**config.mk**
```make
export PLATFORM = sky130hd
export DESIGN_NAME = reg_gate_pipe
export DESIGN_NICKNAME = d
export VERILOG_FILES = /design/src/rtl/reg_gate_pkg.sv /design/src/rtl/dff_en_rst.sv /design/src/rtl/reg_gate_pipe.sv
export SDC_FILE = /design/constraint.sdc
export NUM_CORES = 1
export LEC_CHECK = 0
export CORE_AREA = 5 5 42 44
export DETAILED_ROUTE_END_ITERATION = 16
export DIE_AREA = 0 0 47 49
export GPL_TIMING_DRIVEN = 0
export HOLD_SLACK_MARGIN = 0.1
export SLEW_MARGIN = 10
export SYNTH_ARGS = -nofsm -noshare
export SYNTH_HDL_FRONTEND = slang
export SYNTH_SLANG_ARGS = --single-unit
```
**constraint.sdc**
```tcl
create_clock -name CLK -period 2.32 [get_ports CLK]
set_input_delay 0.348 -clock CLK [delete_from_list [all_inputs] [get_ports CLK]]
set_output_delay 0.348 -clock CLK [all_outputs]
set_load 0.1 [all_outputs]
```
**src/rtl/reg_gate_pkg.sv**
```systemverilog
// Shared constants for the gated delay-line block: output-gating encodings,
// parameter defaults and the legal parameter ranges.
package reg_gate_pkg;

   // Output-gating selection carried on MODE
   localparam logic MODE_AND = 1'b0;
   localparam logic MODE_XOR = 1'b1;

   // Data width: default and legal range
   localparam int WIDTH_DEFAULT = 4;
   localparam int WIDTH_MIN     = 1;
   localparam int WIDTH_MAX     = 32;

   // Delay-line depth: default and legal range
   localparam int DEPTH_DEFAULT = 1;
   localparam int DEPTH_MIN     = 1;
   localparam int DEPTH_MAX     = 16;

endpackage : reg_gate_pkg

```
**src/rtl/dff_en_rst.sv**
```systemverilog
// One delay-line stage: a WIDTH-wide register with load enable and
// synchronous active-high clear.
module dff_en_rst #(
   parameter int WIDTH = 4
) (
   input  logic             CLK,
   input  logic             RST,
   input  logic             EN,
   input  logic [WIDTH-1:0] D,
   output logic [WIDTH-1:0] Q
);

   logic [WIDTH-1:0] q_d;
   logic [WIDTH-1:0] q_q;

   // Next-state: load D when enabled, otherwise hold
   always_comb begin
      // NOTE: default assignment first so every path drives q_d and no latch is inferred.
      q_d = q_q;
      if (EN) begin
         q_d = D;
      end
   end

   // State register; clear wins over load
   always_ff @(posedge CLK) begin
      // NOTE: non-blocking assignments keep every flop sampling pre-edge values.
      if (RST) begin
         q_q <= '0;
      end else begin
         q_q <= q_d;
      end
   end

   assign Q = q_q;

endmodule : dff_en_rst

```
**src/rtl/reg_gate_pipe.sv**
```systemverilog
// Combinational OR path plus a DEPTH-stage delay line of ~I1 whose tail is
// gated against I0 (AND or XOR), with a saturating fill counter that flags
// when the delay line holds only post-reset data.
module reg_gate_pipe
   import reg_gate_pkg::*;
#(
   parameter int WIDTH = WIDTH_DEFAULT,
   parameter int DEPTH = DEPTH_DEFAULT
) (
   input  logic             CLK,
   input  logic             RST,
   input  logic             EN,
   input  logic             MODE,
   input  logic [WIDTH-1:0] I0,
   input  logic [WIDTH-1:0] I1,
   output logic [WIDTH-1:0] O0,
   output logic [WIDTH-1:0] O1,
   output logic             VALID
);

   localparam int                CNT_W     = $clog2(DEPTH + 1);
   localparam logic [CNT_W-1:0] FILL_FULL = CNT_W'(DEPTH);

   // Reject out-of-range parameters at elaboration
   if (WIDTH < WIDTH_MIN || WIDTH > WIDTH_MAX) begin : g_bad_width
      $error("reg_gate_pipe: WIDTH=%0d outside %0d..%0d", WIDTH, WIDTH_MIN, WIDTH_MAX);
   end
   if (DEPTH < DEPTH_MIN || DEPTH > DEPTH_MAX) begin : g_bad_depth
      $error("reg_gate_pipe: DEPTH=%0d outside %0d..%0d", DEPTH, DEPTH_MIN, DEPTH_MAX);
   end

   logic [DEPTH-1:0][WIDTH-1:0] stage_d;
   logic [DEPTH-1:0][WIDTH-1:0] stage_q;
   logic [WIDTH-1:0]            tail;
   logic [CNT_W-1:0]            fill_d;
   logic [CNT_W-1:0]            fill_q;

   // Delay-line inputs: head takes inverted operand B, others take the previous stage
   always_comb begin
      stage_d    = stage_q;
      stage_d[0] = ~I1;
      for (int k = 1; k < DEPTH; k++) begin
         stage_d[k] = stage_q[k-1];
      end
   end

   for (genvar k = 0; k < DEPTH; k++) begin : g_stage
      dff_en_rst #(
         .WIDTH (WIDTH)
      ) u_stage (
         .CLK (CLK),
         .RST (RST),
         .EN  (EN),
         .D   (stage_d[k]),
         .Q   (stage_q[k])
      );
   end

   // Fill counter: count enabled edges, stop at DEPTH
   always_comb begin
      fill_d = fill_q;
      if (EN && (fill_q != FILL_FULL)) begin
         fill_d = fill_q + CNT_W'(1);
      end
   end

   // Fill counter register; reset discards any partial fill
   always_ff @(posedge CLK) begin
      if (RST) begin
         fill_q <= '0;
      end else begin
         fill_q <= fill_d;
      end
   end

   assign tail  = stage_q[DEPTH-1];
   assign O0    = I0 | I1;
   assign VALID = (fill_q == FILL_FULL);

   // Output gating of the delay-line tail against operand A
   always_comb begin
      O1 = tail & I0;
      if (MODE == MODE_XOR) begin
         O1 = tail ^ I0;
      end
   end

endmodule : reg_gate_pipe

```
==> results of run 1 <==
[path summary, 6_finish.rpt]
kind	endpoint	depth (start not counted)
max	O1[2]	4
min	g_stage[0].u_stage.Q[1]	2
max reg2reg	g_stage[0].u_stage.Q[1]	2
min reg2reg	VALID	2
[synthesized netlist by cell type (all sizes together)]
master	instances
a211oi	4
buf	1
dfxtp	5
ha	4
mux2	4
nor2	6
or2	4
[final cells by class]
class / instances / area share
Buffer: 1 / 0.02190
Clock buffer: 4 / 0.05109
Multi-Input combinational cell: 22 / 0.3358
Sequential cell: 5 / 0.1946
Tap cell: 16 / 0.03893
Timing Repair Buffer: 19 / 0.3577
[state kept, by name, summed over array words and instances, names as in the netlist]
name               cells
g_stage.u_stage.Q      4
VALID                  1
[where the power goes]
part	switching [mW]	internal, mW
Sequential	0.00278	0.0924
Clock	0.0331	0.0649
Combinational	0.112	0.0447
Total	0.148	0.202
[cell families after synthesis]
family / after synthesis / share of synthesized area
flip-flops: 5 / 0.3524
multiplexers: 4 / 0.1586
buffers and inverters: 1 / 0.03964
AND/OR/NAND/NOR: 10 / 0.1674
AO/OA/AOI/OAI: 4 / 0.1057
adder cells (fa/ha/maj): 4 / 0.1762
[metal layers]
layer / routed length (um) / GRT usage / up-vias
li1: - / - / 146
met1: 305 / 0.08426 / 111
met2: 236 / 0.07466 / 19
met3: 139 / 0.04428 / 0
met4: 0 / 0.04147 / 0
met5: 0 / 0 / -
[through the flow]
step | instances | power [mW] | hold slack (ns)
finish | 67 | 0.3500 | 0.3296
CTS | 67 | 0.3590 | 0.3223
detailed placement | 63 | 0.2606 | 0.4601
floorplan | 28 | 0.2134 | 0.4204
global route | 67 | 0.3749 | 0.3250
global placement | 63 | 0.2600 | 0.4437
[worst reg2reg max path, stage by stage (launching register included)]
cell,delay [ns]
dfxtp_1,0.32
nor2_1,0.05
a211oi_1,0.15
[timing repair]
item,CTS,global route
hold buffers,0,0
resized for setup,14,2
endpoints found under the hold margin,0,0
setup endpoints to repair,8,1
==> results.sh, run 1 <==
export IMPL_route_vias_total=276
export IMPL_critPathBufInv=2
export IMPL_maxCapViolCount=0
export IMPL_cts_buffers=3
export IMPL_timing_rr_start="g_stage[0].u_stage.Q[1]"
export IMPL_critical_path_top_delay_family="buffers and inverters"
export IMPL_grt_use_total=0.06497
export IMPL_root_buffer="clkbuf_4"
export IMPL_cp_max_fo=2
export IMPL_hp_class="input pin to register"
export IMPL_antenna_found_initial=0
export IMPL_final_max_slew_viol_count=0
export IMPL_die_h_um=49
export IMPL_crit_chain="clkdlybuf4s50_1 > ha_1 > mux2_2 > clkdlybuf4s15_2"
export IMPL_port_buffers=19
export IMPL_peakVddDrop_mv=0.2472
export IMPL_worst_path_largest_cell_delay_ns=0.46
export IMPL_start_util=0.2027
export IMPL_max_freq_mhz=468.7
export IMPL_core_area_mm2=0.001401
export IMPL_cts_tree="yes"
export IMPL_arrival_ns=1.79
export IMPL_drc=0
export IMPL_min_delay_start="EN"
export IMPL_multi_input_area_um2=172.7
export IMPL_row_count=14
export IMPL_cts_max_level=1
export IMPL_ios=21
export IMPL_tightest_slew_ns=0.9657
export IMPL_clock_sinks=5
export IMPL_synth_area_leaders="dfxtp_1 35%, ha_1 18%, mux2_2 16%, a211oi_1 11%, or2_2 8.8%"
export IMPL_yosysSeqAreaShare=0.3524
export IMPL_syn_to_final_growth_pct=81.06
export IMPL_syn_inst=28
export IMPL_dpl_instance_area_um2=494.2
export IMPL_wire_per_inst_um=10.16
export IMPL_start_kind="input pin"
export IMPL_syn_area_um2=284.0
export IMPL_rsz0062_at_grt="no"
export IMPL_pre_cts_slack_ns=-0.3471
export IMPL_diodes=0
export IMPL_drt_total_wl_um=681
export IMPL_leakage_nw=0.2153
export IMPL_grt_max_degree=10
export IMPL_max_slew_margin=0.3542
export IMPL_synth_nets=44
export IMPL_finalNetCount=68
export IMPL_setup_slack_ns=0.1866
export IMPL_path_class="input pin to primary output"
export IMPL_yosys_register_bits=5
export IMPL_cts_clk_slew_worst_paths_ns=0.04
export IMPL_finalClockSkew_ns=0
export IMPL_final_cell_mix="11 x clkdlybuf4s50_1, 6 x nor2_1, 5 x dfxtp_1"
export IMPL_grt_pass1_wl_mm=1.035
export IMPL_powerDensity_mw_per_mm2=680.6
export IMPL_drt_first_pass_iters=1
export IMPL_slowest_stage="clkdlybuf4s15_2"
export IMPL_grt_pass1_vias=263
export IMPL_synth_warnings=0
export IMPL_outcome="complete, no violations"
export IMPL_final_common_cell="clkdlybuf4s50_1"
export IMPL_fin_tns_setup_ns=0
export IMPL_final_layout_size_suffix_gt1_frac=0.3137
export IMPL_ant_nets=0
export IMPL_final_seq_area_um2=100.1
export IMPL_vias_per_cell=4.119
export IMPL_synth_largest_area_cell="dfxtp_1"
export IMPL_die_area_mm2=0.002303
export IMPL_period_minus_slack_ns=2.133
export IMPL_crit_required_ns=1.97
export IMPL_gp_congestion=0.5578
export IMPL_drt_iter0_markers=0
export IMPL_finalHoldViolations=0
export IMPL_clockBufferDepth=2
export IMPL_yosysUniqueCellTypes=7
export IMPL_overflow=0
export IMPL_netlist_area_leader_share=0.3524
export IMPL_startpoint="I0[2]"
export IMPL_period_share=0.9196
export IMPL_num_fill_cells=156
export IMPL_ff2ff_setup_slack_ns=1.72
export IMPL_setup_violations=0
export IMPL_clk_latency_ns=0.23
export IMPL_synth_avg_cell_area_um2=10.14
export IMPL_final_cell_area_um2=514.2
export IMPL_die_x_um=47
export IMPL_fin_util=0.3670
export IMPL_cts_setup_buffers=0
export IMPL_cp_end_kind="primary output"
Note: power is estimated with default switching activity, not from simulation.
==> inputs of run 2 (changes only) <==
--- a/config.mk
+++ b/config.mk
@@ -5,6 +5,7 @@
 export SDC_FILE = /design/constraint.sdc
 export NUM_CORES = 1
 export LEC_CHECK = 0
+export ABC_AREA = 1
 export CORE_AREA = 5 5 42 44
 export DETAILED_ROUTE_END_ITERATION = 16
 export DIE_AREA = 0 0 47 49
@@ -13,4 +14,5 @@
 export SLEW_MARGIN = 10
 export SYNTH_ARGS = -nofsm -noshare
 export SYNTH_HDL_FRONTEND = slang
+export SYNTH_HIERARCHICAL = 1
 export SYNTH_SLANG_ARGS = --single-unit
==> constraint.sdc (replaced) <==
create_clock -name CLK -period 2.3 [get_ports CLK]
set_input_delay 0.345 -clock CLK [delete_from_list [all_inputs] [get_ports CLK]]
set_output_delay 0.345 -clock CLK [all_outputs]
set_load 0.1 [all_outputs]
==> run 2 against run 1 <==
Compared with the run above:
- area after synthesis grew 19%
- clock power about the same
- total power up 2.7%
- core utilization increased by 5.1 points
- worst hold slack improved by 0.14 ns
- largest cell class unchanged
- final cell count is 40% higher
- sequential cell count unchanged
==> results.sh, run 2 <==
export IMPL_outcome="complete, no violations"
export IMPL_cts_hold_buf=0
export IMPL_use_met1=0.09031
export IMPL_gp_congestion=0.5838
export IMPL_setup_violations=0
export IMPL_num_fill_cells=154
export IMPL_min_delay_start="g_stage[0].u_stage/Q[0]"
export IMPL_worst_path_largest_cell_delay_ns=0.85
export IMPL_async_flop_share=0
export IMPL_use_met3=0.05535
export IMPL_internal_power_mw=0.2047
export IMPL_rsz0062_at_grt="no"
export IMPL_grt_max_degree=9
export IMPL_core_area_mm2=0.001401
export IMPL_synth_avg_cell_area_um2=6.279
export IMPL_crit_required_ns=1.96
export IMPL_clockBufferDepth=2
export IMPL_cp_end_kind="primary output"
export IMPL_wire_per_inst_um=7.894
export IMPL_grt_use_total=0.07400
export IMPL_finalHoldViolations=0
export IMPL_power_frac_clock=0.280
export IMPL_timing_rr_start="g_stage[0].u_stage/Q[1]"
export IMPL_largest_register_ffs=4
export IMPL_multi_input_area_um2=190.2
export IMPL_synth_area_leaders="dfxtp_1 30%, nand2_1 22%, ha_1 15%, nor2_1 10%, inv_1 8.9%"
export IMPL_ios=21
export IMPL_drt_iter0_markers=3
export IMPL_drt_total_wl_um=742
export IMPL_cts_max_level=1
export IMPL_cts_clk_slew_worst_paths_ns=0.04
export IMPL_synth_nets=70
export IMPL_vias_per_cell=3.766
export IMPL_p_switching_mw=0.1546
export IMPL_syn_area_um2=339.1
export IMPL_drt_first_pass_iters=2
export IMPL_maxCapViolCount=0
export IMPL_fin_total_pwr_mw=0.3593
export IMPL_hold_worst_slack_ns=0.4705
export IMPL_r2r_end="g_stage[0].u_stage/Q[1]"
export IMPL_diodes=0
export IMPL_hp_class="register to register"
export IMPL_start_kind="input pin"
export IMPL_die_x_um=47
export IMPL_final_max_slew_viol_count=0
export IMPL_route_vias_total=354
export IMPL_synth_edf_count=0
export IMPL_power_frac_seq=0.268
export IMPL_period_minus_slack_ns=2.123
export IMPL_post_synth_top_count_cell="nand2_1"
export IMPL_slowest_stage="dlygate4sd2_1"
export IMPL_fin_tns_setup_ns=0
export IMPL_yosysSeqAreaShare=0.2952
export IMPL_rr_worst_depth=2
export IMPL_syn_inst=54
export IMPL_synth_warnings=6
export IMPL_start_util=0.2420
export IMPL_final_cell_mix="20 x nand2_1, 12 x clkdlybuf4s50_1, 9 x nor2_1, 8 x inv_1, 5 x dfxtp_1"
export IMPL_root_buffer="clkbuf_4"
export IMPL_arrival_ns=1.78
export IMPL_synth_largest_area_cell="dfxtp_1"
export IMPL_netlist_area_leader_share=0.2952
export IMPL_swShare=0.4302
export IMPL_yosys_register_bits=5
export IMPL_powerDensity_mw_per_mm2=613.5
export IMPL_yosys_top_cells_count="20 x nand2_1, 9 x nor2_1, 8 x inv_1"
export IMPL_die_area_mm2=0.002303
export IMPL_finalNetCount=95
export IMPL_cts_buffers=3
export IMPL_final_common_cell="nand2_1"
export IMPL_ff2ff_setup_slack_ns=1.71
export IMPL_hold_path_end="g_stage[0].u_stage/Q[0]"
export IMPL_period_share=0.9229
export IMPL_row_count=14
export IMPL_port_buffers=20
export IMPL_tightest_slew_ns=0.9684
export IMPL_cp_max_fo=2
export IMPL_top_usage_layer="met2"
export IMPL_hold_path_depth=2
export IMPL_synthFlopType="dfxtp_1"
export IMPL_dpl_hpwl_um=635.2
export IMPL_overflow=0
export IMPL_final_layout_size_suffix_gt1_frac=0.1410
export IMPL_ant_nets=0
export IMPL_die_h_um=49
export IMPL_max_freq_mhz=471.1
export IMPL_clock_sinks=5
export IMPL_grt_pass1_vias=297
export IMPL_max_slew_margin=0.3524
export IMPL_critPathBufInv=2
export IMPL_critical_path_top_delay_family="buffers and inverters"
export IMPL_clk_latency_ns=0.24
export IMPL_yosysUniqueCellTypes=9
export IMPL_cts_tree="yes"
export IMPL_path_class="input pin to primary output"
export IMPL_grt_pass1_wl_mm=1.207
export IMPL_leakage_nw=0.3091
export IMPL_peakVddDrop_mv=0.2458
export IMPL_final_seq_area_um2=100.1
export IMPL_drc=0
export IMPL_antenna_found_initial=0
export IMPL_crit_chain="clkdlybuf4s50_1 > or2_1 > dlygate4sd2_1"
export IMPL_met2_usage=0.09729
export IMPL_pwr_share_comb=0.452
export IMPL_finalClockSkew_ns=0
export IMPL_syn_to_final_growth_pct=72.69
==> run 2: cell types whose count changed in the layout (fill, tap and decap cells not counted) <==
cell	before	now
inv_2	0	2
inv_1	0	8
clkdlybuf4s50_1	11	12
nor2_1	6	9
nor2_2	0	1
or2_1	0	4
mux2_2	4	0
or2_2	4	0
nand2_1	0	20
clkbuf_2	1	0
a211oi_1	4	0
clkdlybuf4s15_2	3	4
==> run 2: worst max-delay path by stage <==
stage | start | endpoint | depth (start not counted)
after floorplan | I0[1] | O1[1] | 3
after global placement | I0[2] | O1[2] | 5
after detailed placement | I0[1] | O1[1] | 5
after CTS | I0[1] | O0[1] | 3
after global routing | I0[1] | O0[1] | 3
final | I0[1] | O0[1] | 3
==> run 2: per-layer routing <==
| metal | part of all wire | wire length (um) |
|---|---|---|
| met5 | 0 | 0 |
| met4 | 0 | 0 |
| met3 | 0.12 | 90 |
| met2 | 0.44 | 329 |
| met1 | 0.43 | 322 |
==> run 2: tightest hold or removal path, delay by kind of cell, from the launching register on <==
| kind | cells | cell delay [ns] |
|---|---|---|
| DFF | 1 | 0.30 |
| and+or+nand+nor | 2 | 0.13 |
==> run 2: area by class of cell <==
class / instances / share of cell area
sequential: 5 / 0.1709
multi-input combinational: 38 / 0.3248
clock buffer: 4 / 0.04487
timing repair buffer: 20 / 0.3419
tap: 16 / 0.03419
inverter: 10 / 0.06410
buffer: 1 / 0.01923
==> run 2: cells by family after synthesis <==
family | synth area share
AND/OR/NAND/NOR | 0.4133
buffers and inverters | 0.1439
flip-flops | 0.2952
adder cells (fa/ha/maj) | 0.1476
==> run 2: stage by stage <==
step	worst slack (ns)	cells	util	instance area, um2
after floorplan	0.6693	54	-	339.1
after global placement	-0.3443	90	0.3991	559.3
after detailed placement	-0.3489	90	0.3991	559.3
after CTS	0.1719	94	0.4179	585.6
after global routing	0.09631	94	0.4179	585.6
final	0.1773	94	0.4179	585.6
==> run 2: what timing repair did <==
| action | CTS | global route |
|---|---|---|
| endpoints found under the hold margin | 0 | 0 |
| resized for setup | 16 | 0 |
| endpoints found under the setup margin | 8 | 0 |
| buffers inserted | 0 | 0 |
==> run 2: power by group through the flow <==
stage	sequential, mW	combinational (mW)	clock (mW)
final	0.0962	0.162	0.101
after global routing	0.0968	0.173	0.116
after CTS	0.0963	0.164	0.107
after detailed placement	0.0978	0.169	0
after global placement	0.0977	0.168	0
after floorplan	0.106	0.110	0
